===== src/rtl/rs170_rx_in.sv =====
// RS170 parallel video receiver: samples the pads on the pixel clock and emits
// active pixels as an AXI4-Stream video stream with per-frame line/pixel statistics.
module rs170_rx_in #(
  parameter int AXIS_DATA_WIDTH = 16,
  parameter int FIFO_DEPTH      = 16,
  parameter int CNT_WIDTH       = 12
) (
  input  logic                       i_pclk,
  input  logic                       i_rstn,
  input  logic                       i_vsync,
  input  logic                       i_hsync,
  input  logic                       i_blank,
  input  logic                       i_field,
  input  logic [AXIS_DATA_WIDTH-1:0] i_data,
  output logic [AXIS_DATA_WIDTH-1:0] m_axis_tdata,
  output logic                       m_axis_tvalid,
  input  logic                       m_axis_tready,
  output logic                       m_axis_tuser,
  output logic                       m_axis_tlast,
  output logic                       o_field,
  output logic [CNT_WIDTH-1:0]       o_line_len,
  output logic [CNT_WIDTH-1:0]       o_frame_lines,
  output logic                       o_overflow,
  input  logic                       i_ovf_clr,
  output logic [1:0]                 dbg_state,
  output logic                       dbg_hsync
);

  // AXI4-Stream handshake: a beat transfers on a rising edge where tvalid and
  // tready are both 1; tdata/tuser/tlast hold steady while tvalid=1 and tready=0.

  localparam int AW = $clog2(FIFO_DEPTH);
  localparam int FW = AXIS_DATA_WIDTH + 2;
  localparam logic [AW:0] DEPTH_LVL = (AW+1)'(FIFO_DEPTH);

  typedef enum logic [1:0] {
    WAIT_VS = 2'd0,
    SYNC    = 2'd1,
    ACTIVE  = 2'd2,
    DROP    = 2'd3
  } state_t;

  state_t state;

  // ---------------------------------------------------------------------------
  // Input stage: two registers on every video input, plus one more vsync tap
  // for edge detection. Blank resets to 1 so reset release never looks active.
  // ---------------------------------------------------------------------------
  logic                       vs_s1, vs_s2, vs_s3;
  logic                       bl_s1, bl_s2;
  logic                       fd_s1, fd_s2;
  logic                       hs_s1, hs_s2;
  logic [AXIS_DATA_WIDTH-1:0] d_s1, d_s2;

  always_ff @(posedge i_pclk or negedge i_rstn) begin
    if (!i_rstn) begin
      vs_s1 <= 1'b0;
      vs_s2 <= 1'b0;
      vs_s3 <= 1'b0;
      bl_s1 <= 1'b1;
      bl_s2 <= 1'b1;
      fd_s1 <= 1'b0;
      fd_s2 <= 1'b0;
      hs_s1 <= 1'b0;
      hs_s2 <= 1'b0;
      d_s1  <= '0;
      d_s2  <= '0;
    end else begin
      vs_s1 <= i_vsync;
      vs_s2 <= vs_s1;
      vs_s3 <= vs_s2;
      bl_s1 <= i_blank;
      bl_s2 <= bl_s1;
      fd_s1 <= i_field;
      fd_s2 <= fd_s1;
      hs_s1 <= i_hsync;
      hs_s2 <= hs_s1;
      d_s1  <= i_data;
      d_s2  <= d_s1;
    end
  end

  logic vs_rise;
  logic act;

  assign vs_rise   = vs_s2 & ~vs_s3;
  assign act       = ~bl_s2;
  assign dbg_hsync = hs_s2;
  assign dbg_state = state;

  // ---------------------------------------------------------------------------
  // Hold register and FIFO write decision. The held pixel is written once the
  // following sample is visible, so tlast can be decided from that sample.
  // ---------------------------------------------------------------------------
  logic                       hold_valid;
  logic                       hold_sof;
  logic [AXIS_DATA_WIDTH-1:0] hold_data;

  logic [AW:0] mem_cnt;
  logic [AW:0] occ;
  logic        full;
  logic        wr_try;
  logic        wr_en;
  logic        wr_last;
  logic        ovf_set;

  assign occ     = mem_cnt + {{AW{1'b0}}, m_axis_tvalid};
  assign full    = (occ == DEPTH_LVL);
  assign wr_try  = hold_valid & (state == ACTIVE);
  assign wr_en   = wr_try & ~full;
  assign ovf_set = wr_try & full;
  assign wr_last = ~act | vs_rise;

  always_ff @(posedge i_pclk or negedge i_rstn) begin
    if (!i_rstn) begin
      state      <= WAIT_VS;
      hold_valid <= 1'b0;
      hold_sof   <= 1'b0;
      hold_data  <= '0;
    end else if (vs_rise) begin
      // A new frame always wins; an active sample on the same edge is its first pixel.
      if (act) begin
        state      <= ACTIVE;
        hold_valid <= 1'b1;
        hold_sof   <= 1'b1;
        hold_data  <= d_s2;
      end else begin
        state      <= SYNC;
        hold_valid <= 1'b0;
      end
    end else begin
      case (state)
        WAIT_VS: hold_valid <= 1'b0;
        SYNC: begin
          if (act) begin
            state      <= ACTIVE;
            hold_valid <= 1'b1;
            hold_sof   <= 1'b1;
            hold_data  <= d_s2;
          end else begin
            hold_valid <= 1'b0;
          end
        end
        ACTIVE: begin
          if (wr_try && full) begin
            state      <= DROP;
            hold_valid <= 1'b0;
          end else if (act) begin
            hold_valid <= 1'b1;
            hold_sof   <= 1'b0;
            hold_data  <= d_s2;
          end else begin
            hold_valid <= 1'b0;
          end
        end
        DROP: hold_valid <= 1'b0;
        default: begin
          state      <= WAIT_VS;
          hold_valid <= 1'b0;
        end
      endcase
    end
  end

  always_ff @(posedge i_pclk or negedge i_rstn) begin
    if (!i_rstn) begin
      o_overflow <= 1'b0;
    end else if (ovf_set) begin
      o_overflow <= 1'b1;
    end else if (i_ovf_clr) begin
      o_overflow <= 1'b0;
    end
  end

  // ---------------------------------------------------------------------------
  // FIFO: storage array followed by an output register. Occupancy counts both,
  // so FIFO_DEPTH beats in total can be held under backpressure.
  // ---------------------------------------------------------------------------
  logic [FW-1:0] mem [FIFO_DEPTH];
  logic [AW-1:0] wr_ptr, rd_ptr;
  logic          load_out;

  assign load_out = (mem_cnt != '0) & (~m_axis_tvalid | m_axis_tready);

  always_ff @(posedge i_pclk) begin
    if (wr_en) begin
      mem[wr_ptr] <= {hold_sof, wr_last, hold_data};
    end
  end

  always_ff @(posedge i_pclk or negedge i_rstn) begin
    if (!i_rstn) begin
      wr_ptr        <= '0;
      rd_ptr        <= '0;
      mem_cnt       <= '0;
      m_axis_tvalid <= 1'b0;
      m_axis_tuser  <= 1'b0;
      m_axis_tlast  <= 1'b0;
      m_axis_tdata  <= '0;
    end else begin
      if (wr_en) begin
        wr_ptr <= wr_ptr + 1'b1;
      end
      if (load_out) begin
        rd_ptr <= rd_ptr + 1'b1;
      end
      mem_cnt <= mem_cnt + {{AW{1'b0}}, wr_en} - {{AW{1'b0}}, load_out};
      if (load_out) begin
        m_axis_tvalid <= 1'b1;
        {m_axis_tuser, m_axis_tlast, m_axis_tdata} <= mem[rd_ptr];
      end else if (m_axis_tready) begin
        m_axis_tvalid <= 1'b0;
      end
    end
  end

  // ---------------------------------------------------------------------------
  // Statistics run in every state so dropped or oversized frames are measured.
  // ---------------------------------------------------------------------------
  logic [CNT_WIDTH-1:0] pix_cnt;
  logic [CNT_WIDTH-1:0] line_cnt;
  logic [CNT_WIDTH-1:0] line_next;
  logic                 eol;

  function automatic logic [CNT_WIDTH-1:0] sat_inc(input logic [CNT_WIDTH-1:0] v);
    return (&v) ? v : v + CNT_WIDTH'(1);
  endfunction

  assign eol       = (pix_cnt != '0) & (~act | vs_rise);
  assign line_next = eol ? sat_inc(line_cnt) : line_cnt;

  always_ff @(posedge i_pclk or negedge i_rstn) begin
    if (!i_rstn) begin
      pix_cnt       <= '0;
      line_cnt      <= '0;
      o_line_len    <= '0;
      o_frame_lines <= '0;
      o_field       <= 1'b0;
    end else begin
      if (eol) begin
        o_line_len <= pix_cnt;
        pix_cnt    <= act ? CNT_WIDTH'(1) : '0;
      end else if (act) begin
        pix_cnt <= sat_inc(pix_cnt);
      end
      // The line cut short by vsync is counted into the frame being closed.
      if (vs_rise) begin
        o_frame_lines <= line_next;
        line_cnt      <= '0;
        o_field       <= fd_s2;
      end else begin
        line_cnt <= line_next;
      end
    end
  end

endmodule


===== config.mk =====
export PLATFORM = sky130hd
export DESIGN_NAME = rs170_rx_in
export DESIGN_NICKNAME = d
export VERILOG_FILES = /design/src/rtl/rs170_rx_in.sv
export SDC_FILE = /design/constraint.sdc
export NUM_CORES = 1
export LEC_CHECK = 0
export ABC_AREA = 1
export BUFFER_PORTS_ARGS = -buffer_cell sky130_fd_sc_hd__buf_2
export CAP_MARGIN = 20
export CORE_MARGIN = 5
export CORE_UTILIZATION = 33
export CTS_CLUSTER_SIZE = 20
export DETAILED_ROUTE_END_ITERATION = 10
export SETUP_SLACK_MARGIN = 0.02
export SKIP_CTS_REPAIR_TIMING = 1
export SLEW_MARGIN = 20
export SYNTH_ARGS = -nofsm -noshare
export SYNTH_HDL_FRONTEND = slang
export SYNTH_SLANG_ARGS = --single-unit

===== constraint.sdc =====
create_clock -name i_pclk -period 3.56 [get_ports i_pclk]
set_input_delay 0.712 -clock i_pclk [delete_from_list [all_inputs] [get_ports i_pclk]]
set_output_delay 0.712 -clock i_pclk [all_outputs]
set_load 0.1 [all_outputs]

# ---- After elaboration in Yosys (flattened, before gate mapping)
# Memories as Yosys holds them, arrays and structs flattened. A register that Yosys moved wholly into a read port is not among the register bits.
# Index checks and enable logic that the tools add are counted.
dict set report classes {
  muxes 31
  addsub 7
  bitwise 11
  n_eq_ne 10
  n_reduce_logical 15
}
# operator n
set ops {}
lappend ops {{two-way mux 12 bit} 6}
lappend ops {{two-way mux 16 bit} 3}
lappend ops {{case mux 16 bit (2 select lines)} 1}
lappend ops {{adder 12 x 1 -> 12 bit, second input constant} 2}
lappend ops {{AND reduction 12 bit} 2}
lappend ops {{two-way mux 1 bit} 14}
lappend ops {{nonzero test 12 bit} 1}
lappend ops {{adder 5 x 1 -> 5 bit} 2}
lappend ops {{!= test 3 bit, second input constant} 3}
lappend ops {{adder 4 x 1 -> 4 bit, second input constant} 2}
lappend ops {{two-way mux 2 bit} 4}
lappend ops {{AND 1 bit} 6}
lappend ops {{AND reduction 3 bit} 2}
lappend ops {{equality test 5 bit, second input constant} 1}
lappend ops {{nonzero test 5 bit} 1}
lappend ops {{subtractor 5 x 1 -> 5 bit} 1}
lappend ops {{equality test 2 bit, second input constant} 2}
lappend ops {{case mux 2 bit (2 select lines)} 1}
lappend ops {{AND reduction 2 bit} 2}
lappend ops {{nonzero test 2 bit} 2}
lappend ops {{!= test 3 x 2 -> 1 bit, second input constant} 1}
lappend ops {{inverter 1 bit} 3}
lappend ops {{case mux 1 bit (3 select lines)} 1}
lappend ops {{nonzero test 3 bit} 1}
lappend ops {{9 further kinds} 10}
dict set report word_totals {
  regBits 125
  ram_bits 288
  elab_cells 100
  n_memories 1
}
# memory words width rd rd_clocked_by_memory_dff wr line_no
set memory_table {}
lappend memory_table {mem 16 18 1 1 1 179} ;# logic [FW-1:0] mem [FIFO_DEPTH];

# ---- Depth between registers and ports, before layout
dict set report depth {
  depth_word 6
  mapped_depth 16
}

# ---- Worst setup path after synthesis
# Ideal clock, no wire load.
dict set report synth_path {
  path_kind {reg2reg}
  startpoint {register m_axis_tvalid}
  endpoint {memory mem[0][0] (netlist name), enable pin}
  path_slack_ns 0.372
  period_less_slack_ns 3.188
  required_ns 3.168
  setup_ns 0.392
  stages_incl_launch_ff 11
  arrival_time_ns 2.796
  path_cell_list {dfrtp_1 > ha_1 > ha_1 > nand2_1 > nand2_1 > nand2_1 > nand3_1 > nand2_2 > inv_2 > nand2_1 > nor2_1}
}
dict set report synth_via {
  elab_chain_len 6
}
# item line_no
set synth_rtl {}
lappend synth_rtl {{start, declared} 16} ;# output logic m_axis_tvalid,
lappend synth_rtl {{start signal, assigned} 196} ;# m_axis_tvalid <= 1'b0;
lappend synth_rtl {{start signal, assigned} 209} ;# m_axis_tvalid <= 1'b1;
lappend synth_rtl {{start signal, assigned} 212} ;# m_axis_tvalid <= 1'b0;
lappend synth_rtl {{adder 5 x 1 -> 5 bit} 107} ;# assign occ = mem_cnt + {{AW{1'b0}}, m_axis_tvalid};
lappend synth_rtl {{equality test 5 bit} 108} ;# assign full = (occ == DEPTH_LVL);
lappend synth_rtl {{inverter 1 bit} 110} ;# assign wr_en = wr_try & ~full;
lappend synth_rtl {{AND 1 bit} 110}
lappend synth_rtl {{two-way mux 1 bit} 186} ;# if (wr_en) begin
lappend synth_rtl {{two-way mux 1 bit (implied by the code)} 187} ;# mem[wr_ptr] <= {hold_sof, wr_last, hold_data};
lappend synth_rtl {{end, declared} 179}
# Every way passes these cells.

# ---- Worst setup path after layout
dict set report layout_path {
  startpoint {register m_axis_tvalid}
  endpoint {register mem_cnt[4]}
}
dict set report layout_via {
  elab_chain_len 6
  elab_cells_between_ends 9
  cone_classes {3 x add/sub; 1 x eq/ne; 5 x bitwise}
}
# item line_no
set layout_rtl {}
lappend layout_rtl {{adder 5 x 1 -> 5 bit} 107}
lappend layout_rtl {{equality test 5 bit} 108}
lappend layout_rtl {{inverter 1 bit} 110}
lappend layout_rtl {{AND 1 bit} 110}
lappend layout_rtl {{adder 5 x 1 -> 5 bit} 207} ;# mem_cnt <= mem_cnt + {{AW{1'b0}}, wr_en} - {{AW{1'b0}}, load_out};
lappend layout_rtl {{subtractor 5 x 1 -> 5 bit *} 207}
lappend layout_rtl {{end signal, assigned} 207}
lappend layout_rtl {{end, declared} 99} ;# logic [AW:0] mem_cnt;
# Mark *: on every way between the ends. The rest lies on a longest branch, timed or not.
# A chain may end at the register's enable or synchronous reset.

==> out/qor_table.md <==
| Metric | Reported |
| --- | --- |
| Result of the run | complete, no violations |
| Share of synthesized flip-flops with an asynchronous set or reset | 33.2% |
| MaxCap Viol Count | 0 |
| Number of enable flip-flop cells after synthesis | 288 |
| Floorplan die width | 242 microns |
| Slowest stage delay, CP | 410 ps |
| Hold Violations, Final | 0 |
| Antenna diode instance count | 0 |
| Crit-path max FO | 3 |
| Tightest Hold Check Type | in2async |
| Buf+Inv Stages, Crit Path | 2 |
| Crit-path slowest cell | sky130_fd_sc_hd__fa_1 |
| Detailed-router iteration count before antenna repair | 5 |
| WL/cell | 17.2 microns |
| Mean instance size in the synthesized netlist | 10.8 sq um |
| Leakage | 8.38 nW |
| Instance area after placement | 18900 sq um |
| Buffers from clock root to sink, at most | 3 |
| Yosys warnings | 0 |
| Post-Route WL | 42.0 mm |
| Pin count of the biggest net entering global routing | 147 |
| Final Total Pwr | 17.1 mW |
| Endpoint type of the worst setup path | flop |
| Number of flip-flops and latches in the synthesized netlist | 431 |
| Vias in the first global route | 11.5k |
| Clock transition at the registers of the reported paths | 60 ps |
| Worst vdd ir | 0.731 mV |
| FF+latch area | 12200 sq um |
| Number of vias in the routed layout | 11.6k |
| Final Skew | 17.3 ps |
| Initial Util | 33.2% |
| Critical Path Start Type | flop |
| Top cell family by delay on the critical path | adder cells |
| Total global-route track usage | 14.1% |
| Post-Layout Inst Area | 20300 sq um |
| Critical Path, Cell by Cell | ha_1 > ha_1 > inv_1 > nand2_1 > nor2_1 > nand3_1 > nand2_2 > ha_1 > inv_1 > ha_1 > fa_1 > a21oi_1 > nor2_1 > nor2_1 > xor2_1 |
| Total nets after synthesis | 1688 |
| RSZ-0062 raised after global routing | no |
| Fmax | 360 MHz |
| Cell Pwr Density | 842 nW/um^2 |
| Transition time of the tightest slew-check pin | 914 ps |
| Instance count after placement with tap cells included | 2368 |
| Critical path arrival | 3250 ps |
| Number of fill cells | 5233 |
| Total count of max-transition violations in the final report | 0 |
| Number of H-tree levels | 2 |
| Setup Total Neg Slack | 0 ps |
| Number of nets with antenna violations after routing | 0 |
| Area of the multi-input gates | 4940 sq um |
| Post-placement setup slack | 796 ps |
| Final period demand of the worst path | 2780 ps |
| Number of DRC violations after detailed-routing iteration 0 | 690 |
| Minimum hold slack | 112 ps |
| Ports | 72 |
| Clock sink count | 431 |
| Non-filler cells, final | 2449 |
| Post-layout nets | 1761 |
| Number of buffers created by CTS | 44 |
| Setup violation total in the final timing report | 0 |
| Syn Inst Count | 1645 |
| Initial antenna violation count | 0 |
| Number of library cell types mapped by synthesis | 38 |
| Die area | 58700 sq um |
| Most instantiated flip-flop cell in the synthesis netlist | sky130_fd_sc_hd__edfxtp_1 |
| Setup Crit Path Kind | reg2reg |
| Detailed-route DRC error count | 0 |
| Sequential area share after synthesis | 68.7% |
| Worst path most repeated cell | sky130_fd_sc_hd__ha_1 |
| Post-DP HPWL | 24.2 mm |
| Slack of the critical path | 782 ps |
| Layout-stage area growth over the synthesis result | 14.0% |
| TritonCTS clock tree | yes |
| Layout cell share with drive strength beyond 1 | 13.1% |
| Final Util | 37.8% |
| Buffers added on ports | 71 |
| Summed instance area of the synthesized netlist | 17800 sq um |
| Row count | 85 |
| First-pass GRT wire length | 66.6 mm |
| Remaining global-route overflow | 0 |
| CP Data Required Time | 4030 ps |
| Standard cell core area | 53600 sq um |
| Slew margin rel. | 39.0% |
| Root Buffer | sky130_fd_sc_hd__clkbuf_16 |
| Die height | 242 microns |
| Placer Congestion | 0.831 |
| Fin crit share | 78.0% |
| Clock latency on the worst-skew pair | 550 ps |
| Detailed-route vias per instance | 4.73 |
flip-flops by register name, indices dropped and copies added, names as in the netlist, 4 cells and up:
| register | flops |
|---|---|
| pix_cnt | 12 |
| mem | 288 |
| rd_ptr | 4 |
| o_line_len | 12 |
| m_axis_tdata | 16 |
| wr_ptr | 4 |
| hold_data | 16 |
| d_s1 | 16 |
| line_cnt | 12 |
| d_s2 | 16 |
| o_frame_lines | 12 |
| mem_cnt | 5 |
logic make-up after synthesis:
family | synth area share, %
flops | 68.7
buf+inv | 3.76
fa+ha+maj | 1.38
simple gates | 22.1
compound gates | 2.99
xor+xnor | 1.03
final cells by class:
| type | instances | area share [%] |
|---|---|---|
| Inverter | 62 | 1.17 |
| Timing Repair Buffer | 101 | 3.20 |
| Sequential cell | 431 | 60.3 |
| Clock inverter | 19 | 0.660 |
| Tap cell | 696 | 4.29 |
| Clock buffer | 62 | 6.01 |
| Multi-Input combinational cell | 1078 | 24.3 |
routing by layer:
layer | global-route usage (%) | vias to the layer above | wire, microns
met2 | 23.8 | 251 | 20400
li1 | - | 5625 | -
met4 | 3.46 | 0 | 816
met3 | 1.97 | 68 | 1860
met1 | 19.2 | 5648 | 18900
met5 | 0 | - | 0
cells in the mapped netlist (all sizes together) (8+ instances only):
cell    number  area [sq um]
edfxtp     288          8650
nand4        8          62.6
clkbuf      16          60.1
nand3      190          1000
inv         61           231
o21ai       92           468
nand2      535          2050
nor2       200           800
ha          18           225
dfrtp      141          3530
buf         58           373
xor2        18           165
cell usage in the layout, fill, tap and decap left out, types with 5 or more instances in the layout:
cell	netlist	final
sky130_fd_sc_hd__clkinv_2	0	10
sky130_fd_sc_hd__nand2_2	6	6
sky130_fd_sc_hd__o21ai_1	5	5
sky130_fd_sc_hd__nor2_2	4	20
sky130_fd_sc_hd__inv_1	48	48
sky130_fd_sc_hd__buf_2	27	70
sky130_fd_sc_hd__nand3_2	10	10
sky130_fd_sc_hd__inv_2	12	11
sky130_fd_sc_hd__clkinv_1	1	5
sky130_fd_sc_hd__clkbuf_1	16	14
sky130_fd_sc_hd__buf_12	1	5
sky130_fd_sc_hd__clkbuf_16	0	45
sky130_fd_sc_hd__nand3_1	180	180
sky130_fd_sc_hd__buf_4	10	25
sky130_fd_sc_hd__dfrtp_1	141	139
sky130_fd_sc_hd__edfxtp_1	288	288
sky130_fd_sc_hd__xor2_1	17	17
sky130_fd_sc_hd__nand2_1	526	526
sky130_fd_sc_hd__nor2_1	192	176
sky130_fd_sc_hd__o21ai_0	85	85
sky130_fd_sc_hd__nand4_1	6	6
sky130_fd_sc_hd__ha_1	18	18
final timing paths:
kind                                            from               endpoint  slack, ps  cells past startpoint
setup / recovery           m_axis_tvalid$_DFFE_PN0P_   mem_cnt[4]$_DFF_PN0_        780                     15
hold / removal                                i_rstn  line_cnt[3]$_DFF_PN0_        110                      1
max in group asynchronous                     i_rstn        bl_s1$_DFF_PN1_       2640                      2
setup reg to reg           m_axis_tvalid$_DFFE_PN0P_   mem_cnt[4]$_DFF_PN0_        780                     15
hold reg to reg                    d_s1[7]$_DFF_PN0_      d_s2[7]$_DFF_PN0_        350                      0
min in group i_pclk                          i_blank        bl_s1$_DFF_PN1_        270                      1
where the power goes:
group          internal, mW  leakage, nW  switching (mW)
Sequential             6.16         4.39           0.683
Clock                  2.48        0.670            1.88
Combinational          1.45         3.32            4.42
(Power assumes the default switching activity.)
